### config.mk
export PLATFORM = sky130hd
export DESIGN_NAME = ysyx_23060332_wb_arb
export DESIGN_NICKNAME = d
export VERILOG_FILES = /design/src/rtl/ysyx_23060332_pkg.sv /design/src/rtl/ysyx_23060332_scoreboard.sv /design/src/rtl/ysyx_23060332_wb_arb.sv
export SDC_FILE = /design/constraint.sdc
export NUM_CORES = 1
export LEC_CHECK = 0
export BUFFER_PORTS_ARGS = -buffer_cell sky130_fd_sc_hd__buf_4
export CAP_MARGIN = 20
export CORE_MARGIN = 2
export CORE_UTILIZATION = 50
export CTS_BUF_LIST = sky130_fd_sc_hd__clkbuf_2 sky130_fd_sc_hd__clkbuf_4 sky130_fd_sc_hd__clkbuf_8
export DETAILED_ROUTE_END_ITERATION = 16
export PLACE_DENSITY = 0.85
export SYNTH_ARGS = -nofsm -noshare
export SYNTH_HDL_FRONTEND = slang
export SYNTH_SLANG_ARGS = --single-unit
export TNS_END_PERCENT = 20
### constraint.sdc
create_clock -name clk -period 2.3 [get_ports clk]
set_input_delay 0.345 -clock clk [delete_from_list [all_inputs] [get_ports clk]]
set_output_delay 0.345 -clock clk [all_outputs]
set_load 0.1 [all_outputs]
### src/rtl/ysyx_23060332_pkg.sv
// Shared constants and types for the integer write-back path.
package ysyx_23060332_pkg;
  localparam int DATA_W   = 32;
  localparam int ADDR_W   = 5;
  localparam int NUM_REGS = 32;

  typedef enum logic [1:0] {
    GNT_NONE,
    GNT_EXU,
    GNT_LSU
  } gnt_e;
endpackage

### src/rtl/ysyx_23060332_scoreboard.sv
// Per-register pending bits with RAW query against the in-flight write.
module ysyx_23060332_scoreboard
  import ysyx_23060332_pkg::*;
#(
  parameter int ADDR_W = ysyx_23060332_pkg::ADDR_W
) (
  input  logic              clk,
  input  logic              rst,
  input  logic              issue_valid,
  input  logic [ADDR_W-1:0] issue_rd,
  input  logic              clr_valid,
  input  logic [ADDR_W-1:0] clr_rd,
  input  logic              wb_valid,
  input  logic [ADDR_W-1:0] wb_rd,
  input  logic [ADDR_W-1:0] rs1,
  output logic              rs1_busy,
  output logic              fwd_valid
);
  logic [NUM_REGS-1:0] pending, pending_nxt;

  // Set is applied after clear: the newer instruction owns the register.
  always_comb begin
    pending_nxt = pending;
    if (clr_valid)   pending_nxt[clr_rd]   = 1'b0;
    if (issue_valid) pending_nxt[issue_rd] = 1'b1;
    pending_nxt[0] = 1'b0;
  end

  always_ff @(posedge clk) begin
    if (rst) pending <= '0;
    else     pending <= pending_nxt;
  end

  assign fwd_valid = wb_valid && (wb_rd == rs1) && (rs1 != '0);
  assign rs1_busy  = pending[rs1] && !fwd_valid;
endmodule

### src/rtl/ysyx_23060332_wb_arb.sv
// Write-back arbiter: LSU-priority with EXU anti-starvation, one-cycle output stage.
module ysyx_23060332_wb_arb
  import ysyx_23060332_pkg::*;
#(
  parameter int DATA_W     = ysyx_23060332_pkg::DATA_W,
  parameter int ADDR_W     = ysyx_23060332_pkg::ADDR_W,
  parameter int STARVE_MAX = 3
) (
  input  logic              clk,
  input  logic              rst,
  input  logic              exu_valid,
  output logic              exu_ready,
  input  logic [ADDR_W-1:0] exu_rd,
  input  logic [DATA_W-1:0] exu_data,
  input  logic              lsu_valid,
  output logic              lsu_ready,
  input  logic [ADDR_W-1:0] lsu_rd,
  input  logic [DATA_W-1:0] lsu_data,
  input  logic              issue_valid,
  input  logic [ADDR_W-1:0] issue_rd,
  input  logic [ADDR_W-1:0] rs1,
  output logic              rs1_busy,
  output logic              fwd_valid,
  output logic [DATA_W-1:0] fwd_data,
  output logic              rf_wen,
  output logic [ADDR_W-1:0] rf_rd,
  output logic [DATA_W-1:0] rf_wdata
);
  localparam int CNT_W = (STARVE_MAX < 2) ? 1 : $clog2(STARVE_MAX + 1);

  logic [CNT_W-1:0]  starve_cnt;
  gnt_e              gnt;
  logic [ADDR_W-1:0] win_rd;
  logic [DATA_W-1:0] win_data;

  always_comb begin
    gnt = GNT_NONE;
    if (!rst) begin
      if (lsu_valid && exu_valid)
        gnt = (starve_cnt == CNT_W'(STARVE_MAX)) ? GNT_EXU : GNT_LSU;
      else if (lsu_valid)
        gnt = GNT_LSU;
      else if (exu_valid)
        gnt = GNT_EXU;
    end
  end

  assign exu_ready = (gnt == GNT_EXU);
  assign lsu_ready = (gnt == GNT_LSU);
  assign win_rd    = (gnt == GNT_EXU) ? exu_rd   : lsu_rd;
  assign win_data  = (gnt == GNT_EXU) ? exu_data : lsu_data;

  // The register file never stalls, so the stage reloads or empties every cycle.
  always_ff @(posedge clk) begin
    if (rst) begin
      starve_cnt <= '0;
      rf_wen     <= 1'b0;
      rf_rd      <= '0;
      rf_wdata   <= '0;
    end else begin
      if (!exu_valid || gnt == GNT_EXU) starve_cnt <= '0;
      else if (gnt == GNT_LSU)          starve_cnt <= starve_cnt + CNT_W'(1);
      rf_wen <= (gnt != GNT_NONE) && (win_rd != '0);
      if (gnt != GNT_NONE) begin
        rf_rd    <= win_rd;
        rf_wdata <= win_data;
      end
    end
  end

  assign fwd_data = rf_wdata;

  ysyx_23060332_scoreboard #(.ADDR_W(ADDR_W)) u_sb (
    .clk        (clk),
    .rst        (rst),
    .issue_valid(issue_valid),
    .issue_rd   (issue_rd),
    .clr_valid  (gnt != GNT_NONE),
    .clr_rd     (win_rd),
    .wb_valid   (rf_wen),
    .wb_rd      (rf_rd),
    .rs1        (rs1),
    .rs1_busy   (rs1_busy),
    .fwd_valid  (fwd_valid)
  );
endmodule

==> results.md <==
* Worst hold-check path type: input pin to flop
* Syn avg cell area at just over 9 sq um
* Min-delay src: exu_rd[3]
* RR Endpoint: u_sb.pending[27]
* Synth area leader: dfxtp_1
* Max Slew Vio Count at 0
* Clock Power Share at 0.252
* Worst Path Arrival at approximately 1.9 ns
* CP Cell Sequence: mux4_2 -> nor3b_1 -> or4_4 -> a21oi_4 -> buf_12
* Site Rows at 32
* Status: completed
* IO Port Bufs at around 160
* Prevailing post-synth register cell: dfxtp_1
* Mux contribution to synthesized area at 0.1350
* Synth Area in Adders at 0.003177
* Most common cell after layout, fill and taps aside: buf_4
* Nets@finish at 655
* Switching Power at 1.553 mW
* Post-synthesis cell type count at 52
* Reg2reg start: starve_cnt[0]
* DRT antenna net count at 0
* Post-DR wirelength/cell at about 18 um
* Asr flop ratio synth at 0
* DPL Wire Length at 8.845 mm
* Placer Congestion at just over 0.9
* Skew final at 0.01143 ns
* Clock tree buffer depth at 2
* Core Box Area at 7687 sq um
* Fraction of the cycle the final worst path needs at 0.9713
* Main combinational cell family by area after synthesis: compound AO/OA/AOI/OAI gates
* First-pass GRT wire length at 17.93 mm
* Layout overhead on the synthesized area at 34.56%
* Worst path max stage delay at 0.53 ns
* Pwr dens at between 600 and 700 nW/um^2
* VDD IR max at 0.3772 mV
* RSZ-0062 raised after global routing: false
* # DRC at 0
* Max Cap Violations at 0
* Routed via count at 3818
* Post-CTS Setup Inserts at 0
* Max H-tree Level at 3
* Total placed cells including tap cells at 655
* CTS tree: built
* Pin count of the biggest net entering global routing at between 40 and 50
* Vias in the first global route at approximately 3.6k
* Startpoint types: flop
* Crit path launch: u_sb.pending[23]
* Crit path capture type: primary output
* Die area at 8603 sq um
* Flops & latches, synth at 71
* Worst Path Required at 1.96 ns
* YS warnings at 0
* CP Class: flop to primary output
* Vias/cell at 5.682
* Initial Util at 0.5124
* Synth Area in Compound Gates at 0.1966
* Worst r2r path cells at 7
* Setup TNS at 0 ns
* Post-Synth Simple-Gate Area at 0.1817
* Max Freq at 447.6 MHz
* Die span in x at 92.76 um
* 1st-iter DRT viols at 235
* TritonRoute pass-1 iters at 4
* Synth Cell Area at 3939 sq um
* Power Internal at 2.074 mW
* Worst setup path end: rs1_busy
* Max FO, Critical Path at 2
* Synth Area in XOR/XNOR at 0.008895
* Setup-failing EPs final at 0
* EDFF count, synth at 0
* Worst Max-Slew Pin Slew at 0.4699 ns
* CTS Sinks at around 70
* Routed wire length at 11.87 mm
* Leakage at 2.178 nW
* Mapped Nets at 523
* Cells after Synth at 433
* Most frequent cells in the layout: buf_4 (177), dfxtp_1 (69), nor2_1 (54)
* Fin. Hold Viols at 0
* IO Pins at approximately 160
* Worst slew margin relative to its limit at 0.6846
* Later-pin clock latency in the skew report at approximately 0.34 ns
* PnR Total Power at 3.627 mW
* Combinational share of power at 0.377
* GRT Residual Overflow at 0
* Final cell count without fillers at between 600 and 700
* Switching share of power at 0.4282
* Worst R2R Setup Slack at 0.14 ns
* Tmin final at about 2.2 ns
* Total GRT Usage at 0.2643
* Share of cells above drive strength 1 at 0.3825
* Top cell type's share of synthesized area at 0.3609
* Crit-path slowest cell: or4_4
* Initial antenna violation count at 0
* Die Ht at between 90 and 100 um
* Register area share after synthesis at 0.3609
* Num CTS Buffers at 9
* PnR worst setup slack at 0.06598 ns
* Flop pwr share at 0.371
* Top cells by area, synth: dfxtp_1 (36%), mux2i_1 (9.9%), buf_4 (6.9%)
* Clock transition at the registers of the reported paths at 0.08 ns
* # diodes at 0
* Place WS at 0.06661 ns
* Clock root buffer: clkbuf_8
[worst min-delay path by stage]
stage | end | slack [ns] | cells after the start
after detailed placement | starve_cnt[0] | 0.42 | 1
final | rf_rd[3] | 0.31 | 3
after floorplan | starve_cnt[0] | 0.40 | 1
after CTS | rf_rd[3] | 0.30 | 3
after global routing | rf_rd[1] | 0.31 | 3
after global placement | starve_cnt[0] | 0.41 | 1
[routing by layer]
layer	GRT usage	wire, um	part of all wire
met2	0.4471	5979	0.50
met5	0	0	0
met1	0.3305	4854	0.41
met4	0.1042	252	0.021
met3	0.05370	785	0.066
[timing repair]
action	in CTS	in global routing
pin swaps	0	2
hold buffers	0	0
gates cloned	0	1
gates resized for setup	5	2
endpoints found under the setup margin	2	2
[metrics by stage]
step             util  area (sq um)  hold WS [ns]
6_report       0.6895          5300        0.3111
5_1_grt        0.6895          5300        0.3129
4_1_cts        0.6855          5270        0.2969
3_5_place_dp   0.6598          5072        0.4187
3_3_place_gp   0.6598          5072        0.4079
2_1_floorplan       -          3961        0.3984
[critical path: cells and delay by family, from the launching register on]
family	cells	cell delay [ns]
compound gates	1	0.18
buf+inv	1	0.18
flops	1	0.36
mux	1	0.24
simple gates	2	0.58
[sequential cells by signal, summed over array words and instances, names as in the netlist]
| signal | count |
|---|---|
| fwd_data | 32 |
| u_sb.pending | 31 |
| rf_rd | 5 |
| starve_cnt | 2 |
| rf_wen | 1 |
[final cells by class]
| cell class | count | area, sq um |
|---|---|---|
| clock inverters | 6 | 42.54 |
| flip-flops and latches | 71 | 1424 |
| inverters | 16 | 60.06 |
| well taps | 102 | 127.6 |
| fillers | 600 | 2387 |
| clock buffers | 10 | 137.6 |
| multi-input cells | 286 | 2103 |
| repair buffers | 181 | 1405 |
[kinds of logic (layout without fill, tap and decap cells)]
group,count (synthesis),in the layout
and+or+nand+nor,134,134
AOI/OAI and AO/OA,101,101
buffers and inverters,76,213
DFF,71,71
muxes,46,46
xor gates and xnor gates,4,4
adders and majority gates,1,1
[cells in the mapped netlist, types with 3 or more instances]
cell type / count
inv_1: 15
nor2_1: 56
o21ai_0: 12
nand4b_1: 5
dfxtp_1: 71
o21ai_1: 7
buf_4: 36
nand3b_1: 4
nand2_1: 15
a21oi_1: 5
and2_1: 3
nor3b_1: 9
a211oi_1: 34
xor2_1: 3
a31o_1: 7
nor3_1: 4
nand2b_1: 4
mux2i_1: 39
a311oi_1: 4
buf_6: 3
nor2b_1: 4
buf_2: 4
a311o_1: 9
or3b_1: 3
mux4_2: 5
o32ai_1: 5
nand3_1: 12
a32o_1: 8
clkbuf_1: 17
[power by group through the flow]
stage                     registers (mW)  logic [mW]  clock network [mW]
after detailed placement            1.37        1.35                   0
after global routing                1.35        1.42               0.987
after global placement              1.37        1.34                   0
after floorplan                     1.73       0.673                   0
after CTS                           1.35        1.36               0.927
final                               1.35        1.37               0.915
(Power assumes the default switching activity.)
